===== src/rtl/fifo_bank_rr_pkg.sv =====
// Shared definitions for the round-robin FIFO bank.
//   - clog2 / max : elaboration-time helpers for derived widths
//   - DEF_*       : default data width, depth and channel count
//   - flag_idx_e  : bit positions inside a channel's packed flag vector
package fifo_bank_pkg;

   localparam int DEF_WIDTH  = 6;
   localparam int DEF_DEPTH  = 4;
   localparam int DEF_NUM_CH = 2;

   typedef enum logic [1:0] {
      FULL   = 2'd0,
      EMPTY  = 2'd1,
      AFULL  = 2'd2,
      AEMPTY = 2'd3
   } flag_idx_e;

   // Smallest r with 2**r >= v (0 for v <= 1).
   function automatic int clog2(input int v);
      int r;
      r = 0;
      while ((1 << r) < v) r++;
      return r;
   endfunction

   function automatic int max(input int a, input int b);
      return (a > b) ? a : b;
   endfunction

endpackage


===== src/rtl/fifo_bank_rr_if.sv =====
// Producer/consumer bus of the FIFO bank.
//   push/data_in : per-channel write requests, channel c in [c*WIDTH +: WIDTH]
//   pop          : read request to the shared read port
//   data_out/ch_out/valid_out : popped word, its channel, and its valid strobe
// master = producers/consumer side, slave = the bank.
interface fifo_bank_rr_if
   import fifo_bank_pkg::*;
#(
   parameter int WIDTH  = DEF_WIDTH,
   parameter int NUM_CH = DEF_NUM_CH
);
   localparam int IW = max(1, clog2(NUM_CH));

   logic [NUM_CH-1:0]       push;
   logic [NUM_CH*WIDTH-1:0] data_in;
   logic                    pop;
   logic [WIDTH-1:0]        data_out;
   logic                    valid_out;
   logic [IW-1:0]           ch_out;

   modport master (
      output push, data_in, pop,
      input  data_out, valid_out, ch_out
   );

   modport slave (
      input  push, data_in, pop,
      output data_out, valid_out, ch_out
   );
endinterface


===== src/rtl/fifo_bank_rr_channel.sv =====
// One channel of the bank: storage array, wrap-around pointers, occupancy
// counter and registered flags.
//   wr_en/wr_data : accepted write (already gated against full by the caller)
//   rd_en         : granted read; rd_data registers the head word
//   umbral_full/umbral_empty : almost-full / almost-empty thresholds
//   count         : registered occupancy
//   flags         : registered {AEMPTY, AFULL, EMPTY, FULL}, see flag_idx_e
module fifo_channel
   import fifo_bank_pkg::*;
#(
   parameter  int WIDTH = DEF_WIDTH,
   parameter  int DEPTH = DEF_DEPTH,
   localparam int AW    = clog2(DEPTH),
   localparam int CW    = clog2(DEPTH + 1)
) (
   input  logic             clk,
   input  logic             reset,
   input  logic             wr_en,
   input  logic [WIDTH-1:0] wr_data,
   input  logic             rd_en,
   output logic [WIDTH-1:0] rd_data,
   input  logic [CW-1:0]    umbral_full,
   input  logic [CW-1:0]    umbral_empty,
   output logic [CW-1:0]    count,
   output logic [3:0]       flags
);
   localparam logic [CW-1:0] DEPTH_C = CW'(DEPTH);
   localparam logic [CW:0]   DEPTH_W = (CW + 1)'(DEPTH);

   logic [WIDTH-1:0] mem [DEPTH];
   logic [AW-1:0]    wr_ptr_reg, rd_ptr_reg;
   logic [CW-1:0]    count_reg, count_next;
   logic [WIDTH-1:0] rd_data_reg;
   logic [3:0]       flags_reg;
   logic [CW:0]      af_thr_next;

   // Storage kept free of reset so it maps onto block RAM.
   always_ff @(posedge clk) begin
      if (wr_en) mem[wr_ptr_reg] <= wr_data;
   end

   always_ff @(posedge clk) begin
      if (reset)      rd_data_reg <= '0;
      else if (rd_en) rd_data_reg <= mem[rd_ptr_reg];
   end

   always_comb begin
      count_next = count_reg + CW'(wr_en) - CW'(rd_en);
      // DEPTH - umbral_full evaluated one bit wider and clamped at zero,
      // so an oversized threshold simply keeps almost_full asserted.
      af_thr_next = ({1'b0, umbral_full} >= DEPTH_W) ? '0
                                                     : DEPTH_W - {1'b0, umbral_full};
   end

   always_ff @(posedge clk) begin
      if (reset) begin
         wr_ptr_reg        <= '0;
         rd_ptr_reg        <= '0;
         count_reg         <= '0;
         flags_reg[FULL]   <= 1'b0;
         flags_reg[EMPTY]  <= 1'b1;
         flags_reg[AFULL]  <= 1'b0;
         flags_reg[AEMPTY] <= 1'b1;
      end else begin
         // DEPTH is a power of two, so natural overflow is the wrap.
         if (wr_en) wr_ptr_reg <= wr_ptr_reg + AW'(1);
         if (rd_en) rd_ptr_reg <= rd_ptr_reg + AW'(1);
         count_reg         <= count_next;
         flags_reg[FULL]   <= (count_next == DEPTH_C);
         flags_reg[EMPTY]  <= (count_next == '0);
         flags_reg[AFULL]  <= ({1'b0, count_next} >= af_thr_next);
         flags_reg[AEMPTY] <= (count_next <= umbral_empty);
      end
   end

   assign rd_data = rd_data_reg;
   assign count   = count_reg;
   assign flags   = flags_reg;
endmodule


===== src/rtl/fifo_bank_rr.sv =====
// Bank of NUM_CH independent FIFOs sharing one read port.
//   clk, reset   : clock and synchronous active-high reset
//   bus (slave)  : push/data_in per channel, pop, data_out/ch_out/valid_out
//   umbral_full/umbral_empty : shared almost-full / almost-empty thresholds
//   full/empty/almost_full/almost_empty/count : per-channel registered status
//   wr_error     : one-cycle pulse per channel for a push into a full channel
//   rd_error     : one-cycle pulse for a pop while every channel is empty
//   error, pause : ORs of the error pulses / almost_full flags
// Reads are granted round-robin, starting after the last granted channel;
// the word appears one cycle after the grant.
module fifo_bank_rr
   import fifo_bank_pkg::*;
#(
   parameter  int WIDTH  = DEF_WIDTH,
   parameter  int DEPTH  = DEF_DEPTH,
   parameter  int NUM_CH = DEF_NUM_CH,
   localparam int CW     = clog2(DEPTH + 1),
   localparam int IW     = max(1, clog2(NUM_CH))
) (
   input  logic                 clk,
   input  logic                 reset,
   fifo_bank_rr_if.slave        bus,
   input  logic [CW-1:0]        umbral_full,
   input  logic [CW-1:0]        umbral_empty,
   output logic [NUM_CH-1:0]    full,
   output logic [NUM_CH-1:0]    empty,
   output logic [NUM_CH-1:0]    almost_full,
   output logic [NUM_CH-1:0]    almost_empty,
   output logic [NUM_CH*CW-1:0] count,
   output logic [NUM_CH-1:0]    wr_error,
   output logic                 rd_error,
   output logic                 error,
   output logic                 pause
);
   logic [WIDTH-1:0]  ch_rd_data [NUM_CH];
   logic [3:0]        ch_flags   [NUM_CH];
   logic [NUM_CH-1:0] wr_ok;
   logic [NUM_CH-1:0] grant_vec;
   logic [IW-1:0]     grant_id, cand;
   logic              grant_found;

   logic [IW-1:0]     rr_ptr_reg;
   logic [IW-1:0]     ch_out_reg;
   logic              valid_out_reg;
   logic              rd_error_reg;
   logic [NUM_CH-1:0] wr_error_reg;

   genvar gi;
   generate
      for (gi = 0; gi < NUM_CH; gi++) begin : g_ch
         // Gating uses the pre-cycle flag, so a full channel rejects a push
         // even when the same cycle pops it.
         assign wr_ok[gi] = bus.push[gi] & ~full[gi];

         fifo_channel #(
            .WIDTH (WIDTH),
            .DEPTH (DEPTH)
         ) u_channel (
            .clk          (clk),
            .reset        (reset),
            .wr_en        (wr_ok[gi]),
            .wr_data      (bus.data_in[gi*WIDTH +: WIDTH]),
            .rd_en        (grant_vec[gi]),
            .rd_data      (ch_rd_data[gi]),
            .umbral_full  (umbral_full),
            .umbral_empty (umbral_empty),
            .count        (count[gi*CW +: CW]),
            .flags        (ch_flags[gi])
         );

         assign full[gi]         = ch_flags[gi][FULL];
         assign empty[gi]        = ch_flags[gi][EMPTY];
         assign almost_full[gi]  = ch_flags[gi][AFULL];
         assign almost_empty[gi] = ch_flags[gi][AEMPTY];
      end
   endgenerate

   // Scan channels cyclically starting just after the last grant. Eligibility
   // is the registered empty flag, so a word pushed this cycle into an empty
   // channel is not readable until the next one.
   always_comb begin
      grant_found = 1'b0;
      grant_id    = rr_ptr_reg;
      cand        = '0;
      for (int i = 1; i <= NUM_CH; i++) begin
         cand = IW'((int'(rr_ptr_reg) + i) % NUM_CH);
         if (!grant_found && !empty[cand]) begin
            grant_found = 1'b1;
            grant_id    = cand;
         end
      end
      grant_vec = '0;
      if (bus.pop && grant_found) grant_vec[grant_id] = 1'b1;
   end

   always_ff @(posedge clk) begin
      if (reset) begin
         rr_ptr_reg    <= IW'(NUM_CH - 1);
         ch_out_reg    <= '0;
         valid_out_reg <= 1'b0;
         rd_error_reg  <= 1'b0;
         wr_error_reg  <= '0;
      end else begin
         valid_out_reg <= bus.pop && grant_found;
         rd_error_reg  <= bus.pop && !grant_found;
         wr_error_reg  <= bus.push & full;
         if (bus.pop && grant_found) begin
            rr_ptr_reg <= grant_id;
            ch_out_reg <= grant_id;
         end
      end
   end

   // Each channel's read register only changes on its own grant, so
   // selecting by the registered channel id holds the last word when idle.
   assign bus.data_out  = ch_rd_data[ch_out_reg];
   assign bus.ch_out    = ch_out_reg;
   assign bus.valid_out = valid_out_reg;
   assign wr_error      = wr_error_reg;
   assign rd_error      = rd_error_reg;
   assign error         = (|wr_error_reg) | rd_error_reg;
   assign pause         = |almost_full;
endmodule


===== src/flat_wrapper.sv =====
// flat-port wrapper written by rule: the top's interface ports become plain ports
module fifo_bank_rr_flat import fifo_bank_pkg::*;
#(
   parameter  int WIDTH  = DEF_WIDTH,
   parameter  int DEPTH  = DEF_DEPTH,
   parameter  int NUM_CH = DEF_NUM_CH,
   localparam int CW     = clog2(DEPTH + 1),
   localparam int IW     = max(1, clog2(NUM_CH))
)
  (clk, reset, umbral_full, umbral_empty, full, empty, almost_full, almost_empty, count, wr_error, rd_error, error, pause, bus_push, bus_data_in, bus_pop, bus_data_out, bus_valid_out, bus_ch_out);
  fifo_bank_rr_if #(.WIDTH(WIDTH), .NUM_CH(NUM_CH)) bus_i ();
  input  logic clk;
  input  logic reset;
  input  logic [CW-1:0] umbral_full;
  input  logic [CW-1:0] umbral_empty;
  output logic [NUM_CH-1:0] full;
  output logic [NUM_CH-1:0] empty;
  output logic [NUM_CH-1:0] almost_full;
  output logic [NUM_CH-1:0] almost_empty;
  output logic [NUM_CH*CW-1:0] count;
  output logic [NUM_CH-1:0] wr_error;
  output logic rd_error;
  output logic error;
  output logic pause;
  input wire logic [$bits(bus_i.push)-1:0] bus_push;
  input wire logic [$bits(bus_i.data_in)-1:0] bus_data_in;
  input wire logic [$bits(bus_i.pop)-1:0] bus_pop;
  output wire logic [$bits(bus_i.data_out)-1:0] bus_data_out;
  output wire logic [$bits(bus_i.valid_out)-1:0] bus_valid_out;
  output wire logic [$bits(bus_i.ch_out)-1:0] bus_ch_out;
  assign bus_i.push = bus_push;
  assign bus_i.data_in = bus_data_in;
  assign bus_i.pop = bus_pop;
  assign bus_data_out = bus_i.data_out;
  assign bus_valid_out = bus_i.valid_out;
  assign bus_ch_out = bus_i.ch_out;
  fifo_bank_rr #(.WIDTH(WIDTH), .DEPTH(DEPTH), .NUM_CH(NUM_CH)) u_core (.clk(clk), .reset(reset), .bus(bus_i), .umbral_full(umbral_full), .umbral_empty(umbral_empty), .full(full), .empty(empty), .almost_full(almost_full), .almost_empty(almost_empty), .count(count), .wr_error(wr_error), .rd_error(rd_error), .error(error), .pause(pause));
endmodule

===== config.mk =====
export PLATFORM = sky130hd
export DESIGN_NAME = fifo_bank_rr_flat
export DESIGN_NICKNAME = d
export VERILOG_FILES = /design/src/rtl/fifo_bank_rr_pkg.sv /design/src/rtl/fifo_bank_rr_if.sv /design/src/rtl/fifo_bank_rr_channel.sv /design/src/rtl/fifo_bank_rr.sv /design/src/flat_wrapper.sv
export SDC_FILE = /design/constraint.sdc
export NUM_CORES = 1
export LEC_CHECK = 0
export ABC_CLOCK_PERIOD_IN_PS = 7600
export CORE_MARGIN = 5
export CORE_UTILIZATION = 30
export DETAILED_ROUTE_END_ITERATION = 16
export SETUP_SLACK_MARGIN = 0.15
export SYNTH_ARGS = -nofsm -noshare
export SYNTH_HDL_FRONTEND = slang
export SYNTH_SLANG_ARGS = --single-unit

===== constraint.sdc =====
create_clock -name clk -period 7.6 [get_ports clk]
set_clock_uncertainty 0.15 [all_clocks]
set_input_delay 1.52 -clock clk [delete_from_list [all_inputs] [get_ports clk]]
set_output_delay 1.52 -clock clk [all_outputs]
set_load 0.03 [all_outputs]

==> impl_results.md <==
- Final-layout fill cell count: around 1200
- Final-report setup violation count: 0
- Starting Density: 30.7%
- Worst Path Arrival: slightly below 5 ns
- Cell area after synthesis: ~3700 um2
- Setup TNS Final: 0 ns
- Peak Freq: roughly 0.20 GHz
- Maximum buffer depth of the clock tree: 2
- Cts hold-fix bufs: 0
- DRC: 0
- Dominant synthesized flop cell: edfxtp_1
- Slowest CP cell: a21oi_1
- # nets final: 370
- I/O Buffers: between 40 and 50
- Largest net degree at the start of global routing: between 40 and 50
- CTS tree: done
- Die height: approximately 120 um
- Leakage: approximately 1.7 nW
- Startpoint Class: input port
- Fraction of layout cells with a size suffix above 1: a little under an eighth
- Core area: between 10000 and 15000 um2
- I/O Pins: 50
- Max incr delay on CP: ~0.80 ns
- HPWL Detailed: slightly above 5000 um
- Placement Rows: 40
- RSZ-0062 raised after global routing: false
- First-pass DRT Iterations: 4
- Status: finished clean
- Crit-path cells: clkdlybuf4s50_1 -> nand2b_1 -> a21oi_1 -> ha_1 -> inv_1 -> ha_1 -> fa_1 -> xnor2_1 -> xnor2_1 -> inv_1 -> ha_1 -> a31oi_1 -> o21ai_0
- Clock root buffer: clkbuf_16
- Min cycle time layout: 4.89 ns
- Antenna cells: 0
- Avg Cell Area, Syn: 13.6 um2
- Die area: approximately 15000 um2
- Initial DRC count: approximately 120
- Most frequent cells in the layout: 49 x clkdlybuf4s50_1, 48 x edfxtp_1, 40 x dfxtp_1
- Synthesized Nets: approximately 320
- Yosys reg bits: slightly below 90
- Gpl congestion: 0.749
- Max Cap Viol: 0
- Hold Violations, Final: 0
- Chip Width: 121 um
- Count of unique library cells instantiated by Yosys: 35
- Worst endpoint required time: 7.67 ns
- Total grt overflow: 0
- Buf+Inv Stages, Crit Path: 3
- Via count: approximately 2100
- Tcrit/Tclk final: between 60% and 70%
- Post_cts resized: 0
- Finished Core Util: 38.7%
- Commonest non-fill, non-tap cell in the layout: clkdlybuf4s50_1
- Initial antenna violation count: 0
- Via/cell ratio: roughly 4.3
- CTS sink cnt: 88
- Number of global-route vias before repair: between 2000 and 2500
- Post-synthesis sequential area ratio: 60.2%
- CP endpoint kind: flop
- Syn. warnings: 0
- Rel. slew slack: roughly 31%
- Crit-path most repeated cell: ha_1
- Cells after synthesis: ~270
- Clock Latency Late Sink: 0.34 ns
- Clock slew at reported path FFs: roughly 0.070 ns
- Num CTS Buffers: 9
- Max reg flops: 48
- Final Max Slew Viols: 0
- Critical path class: input port to flop
- Drt wl/cell: approximately 15 um
- Post-CTS Setup Bufs: 0
- Layout Cells excl Fill: between 400 and 500
- Global Route Usage Sum: between 10% and 20%
- Routed WL: approximately 7200 um
- Class of the worst hold path: flop to flop
- Pwr per Cell Area: ~380 nW/um2
- VDD IR max: between 0.09 and 0.1 mV
- H-tree depth: 3
- EDFF count, synth: 48
- Placed cell count: 479
- First-pass GRT wire length: ~11000 um
- Asr flop ratio synth: 0%
- DRT antenna net count: 0
- Pin slew with the least headroom to its limit: just over 1 ns
- Synth-to-Final Area Change: 25.8%
- Top delay family on crit path: adder cells
- Worst-path fanout max: 9
synth_stat cells, types with 3 or more instances:
cell type  number  area share (%)
mux2i_1        12             3.2
nor2b_1         6             1.0
inv_1          22             2.2
nand2b_1        5            0.84
buf_2           3            0.40
mux2_2          6             1.8
and2_1          8             1.3
ha_1           23             7.7
o21ai_0         3            0.40
xnor2_1         9             2.1
nor2_1         35             3.5
edfxtp_1       48              39
nand2_1         3            0.30
dfxtp_1        40              22
clkbuf_1        4            0.40
a21oi_1         8             1.1
mux4_2         12             7.3
path summary, 6_finish.rpt:
path                                                                   start                                           end  slack, ns  depth (start not counted)
worst max-delay path                                                 bus_pop  u_core.g_ch[1].u_channel.flags[3]$_SDFF_PP1_       2.71                         13
worst min register to register  u_core.g_ch[0].u_channel.flags[0]$_SDFF_PP0_                 u_core.wr_error[0]$_SDFF_PP0_       0.30                          2
worst min-delay path            u_core.g_ch[0].u_channel.flags[0]$_SDFF_PP0_                 u_core.wr_error[0]$_SDFF_PP0_       0.30                          2
worst max register to register  u_core.g_ch[1].u_channel.flags[1]$_SDFF_PP1_  u_core.g_ch[1].u_channel.flags[3]$_SDFF_PP1_       4.02                         12
metrics by stage:
stage	cell area (um2)	hold WS, ns	setup WS (ns)	power, mW
after floorplan	3720	0.304	3.65	1.11
after global placement	4360	0.298	2.45	1.28
after detailed placement	4360	0.297	2.36	1.30
after CTS	4680	0.308	2.72	1.78
after global routing	4680	0.325	2.36	1.87
final	4680	0.303	2.71	1.76
cell families (layout without fill, tap and decap cells):
family          count (synthesis)  count (layout)  synth area share (%)
xor+xnor                       10              10                  2.35
mux                            30              30                  12.3
compound gates                 21              21                  3.56
fa+ha+maj                      25              25                  8.80
buf+inv                        34              88                  4.03
flops                          88              88                  60.2
simple gates                   65              65                  8.74
tightest hold or removal path: cells and delay by family, from the launching register on:
family        cells  cell delay [ns]
flops             1             0.32
simple gates      2             0.09
final cells by class:
class	instances	area, um2	area share (%)
Clock buffer	9	225	4.81
Clock inverter	7	93.8	2.00
Inverter	22	82.6	1.76
Multi-Input combinational cell	151	1330	28.4
Sequential cell	88	2240	47.9
Tap cell	168	210	4.49
Timing Repair Buffer	50	498	10.6
where the power goes:
part           switching (mW)  total (mW)  internal, mW
Combinational           0.334       0.620         0.286
Clock                   0.184       0.473         0.288
Sequential             0.0659       0.666         0.600
routing by layer:
| metal | track usage, % | part of all wire, % | up-vias |
|---|---|---|---|
| met5 | 0 | 0 | - |
| met4 | 4.41 | 1.9 | 0 |
| met3 | 2.80 | 5.3 | 11 |
| met2 | 15.9 | 45 | 54 |
| met1 | 13.2 | 48 | 1000 |
| li1 | - | - | 1046 |
Note: power is estimated with default switching activity, not from simulation.
==> variant: new RTL, same settings <==
Set the package constant `DEF_WIDTH` to 3 (it was 6).
--- a/src/rtl/fifo_bank_rr_pkg.sv
+++ b/src/rtl/fifo_bank_rr_pkg.sv
@@ -6,3 +6,3 @@
 
-   localparam int DEF_WIDTH  = 6;
+   localparam int DEF_WIDTH  = 3;
    localparam int DEF_DEPTH  = 4;
Ports: changed (resized bus_data_in and bus_data_out); port bits go from 50 to 41. No check against the original RTL was run, so the function may have changed too.
==> variant against the unedited design <==
- sequential cell count decreased by 30
- global-route usage decreased by 0.44 points
- count of clock-buffer cells in the layout is 1 higher
- critical path depth is 1 higher
- wire length fell by 33%
- highest routed layer unchanged
- final area down 29%
- synthesized area fell by 29%
- largest cell class unchanged
- setup slack improved by 0.50 ns
- combinational power shrank 13%
- power fell by 27%
- sequential power is 33% lower
==> variant: results (changes against the unedited design) <==
[metrics] result of the run: finished clean
[metrics] EDFF count, synth: 24 (-50%)
[metrics] Cell variety after synth: 36 (+2.9%)
[metrics] met2 WL post-DR: 2.25 mm (-31%)
[metrics] gate count after technology mapping: 217 (-21%)
[metrics] pre-CTS worst setup slack: 2.84 ns (+0.479 ns)
[metrics] maximum vdd ir drop: 0.202 mV (+110%)
[metrics] r2r setup slk: 4.54 ns (+0.52 ns)
[metrics] maximum number of pins on one net before global-route repair: 35 (-15%)
[metrics] adder-cell share of the synthesized area: 12.5% (+3.7 points)
[metrics] DR WL/cell: 12.9 µm (-12%)
[metrics] final weighted congestion in routability-driven placement: 0.707 (-5.7%)
[metrics] hold path startpoint: u_core.g_ch[0].u_channel.flags[0]$_SDFF_PP0_
[metrics] share of the synthesized area in the top cell type: 27.4% (-11 points)
[metrics] area post-placement: 0.00314 mm² (-28%)
[metrics] aggregate global-route resource usage: 9.73% (-0.44 points)
[metrics] CP peak stage delay: 0.59 ns (-0.21 ns)
[metrics] drt first-iter violations: 55 (-53%)
[metrics] number of global-route vias before repair: 1735 (-21%)
[metrics] crit path max-delay cell type: sky130_fd_sc_hd__clkdlybuf4s50_1
[metrics] maximum level of the CTS H-tree: 3 (unchanged)
[metrics] first-pass GRT wire length: 8.20 mm (-27%)
[metrics] Slew @ Worst Pin: 0.501 ns (-0.531 ns)
[metrics] total leakage power: 1.31 nW (-24%)
[metrics] worst skew pair latency: approximately 0.33 ns
[metrics] signal arrival time at the worst endpoint: 4.46 ns (-0.50 ns)
[metrics] Highest Clock Rate: 228 MHz (+11%)
[metrics] cell types with the largest area share after synthesis: sky130_fd_sc_hd__edfxtp_1 27%, sky130_fd_sc_hd__dfxtp_1 26%, sky130_fd_sc_hd__ha_1 11%
[metrics] Seq/Total Area, Yosys: 53.3% (-6.9 points)
[metrics] met3 routed WL: 233 µm (-39%)
[metrics] compound-cell area share of the yosys netlist: 5.47% (+1.9 points)
[metrics] final layout net count: 304 (-18%)
[metrics] portion of netlist area occupied by mux cells: 9.13% (-3.2 points)
[metrics] Switch Pwr: 0.461 mW (-21%)
[metrics] worst-path fanout max: 5 (-4)
[metrics] buffers added on ports: 40 (-18%)
[metrics] top cells by count, synth: 34 x sky130_fd_sc_hd__dfxtp_1, 29 x sky130_fd_sc_hd__nor2_1, 24 x sky130_fd_sc_hd__edfxtp_1, 23 x sky130_fd_sc_hd__ha_1, 22 x sky130_fd_sc_hd__inv_1
[metrics] final worst hold slack: 0.317 ns (+0.0139 ns)
[metrics] fraction of layout instances using a drive strength above 1: 10.9% (-1.1 points)
[metrics] Vias/cell: 4.30 (+0.92%)
[metrics] clock root buffer: sky130_fd_sc_hd__clkbuf_8
[metrics] termination of the worst setup path: u_core.g_ch[0].u_channel.flags[3]$_SDFF_PP1_
[metrics] HPWL after detailed placement: 3.71 mm (-28%)
[metrics] routed via count: 1614 (-24%)
## variant: layer usage
| layer | vias up | global-route usage, % |
|---|---|---|
| met4 | 0 | 4.50 |
| met1 | 748 | 11.7 |
| met5 | - | 0 |
| li1 | 829 | - |
| met2 | 29 | 14.9 |
| met3 | 8 | 4.23 |
## variant: cell type report
class / instances / area (µm²) / share of cell area [%]
tap: 108 / 135 / 4.04
inverter: 22 / 82.6 / 2.47
clock inverter: 6 / 81.3 / 2.43
multi-input combinational: 130 / 1110 / 33.2
clock buffer: 10 / 128 / 3.81
timing repair buffer: 41 / 408 / 12.2
sequential: 58 / 1400 / 41.9
## variant: power by group through the flow
stage / logic (mW) / clock network (mW) / registers, mW
after floorplan: 0.325 / 0 / 0.506
after global placement: 0.534 / 0 / 0.455
after detailed placement: 0.546 / 0 / 0.456
after CTS: 0.551 / 0.309 / 0.450
after global routing: 0.606 / 0.326 / 0.458
final: 0.540 / 0.300 / 0.448
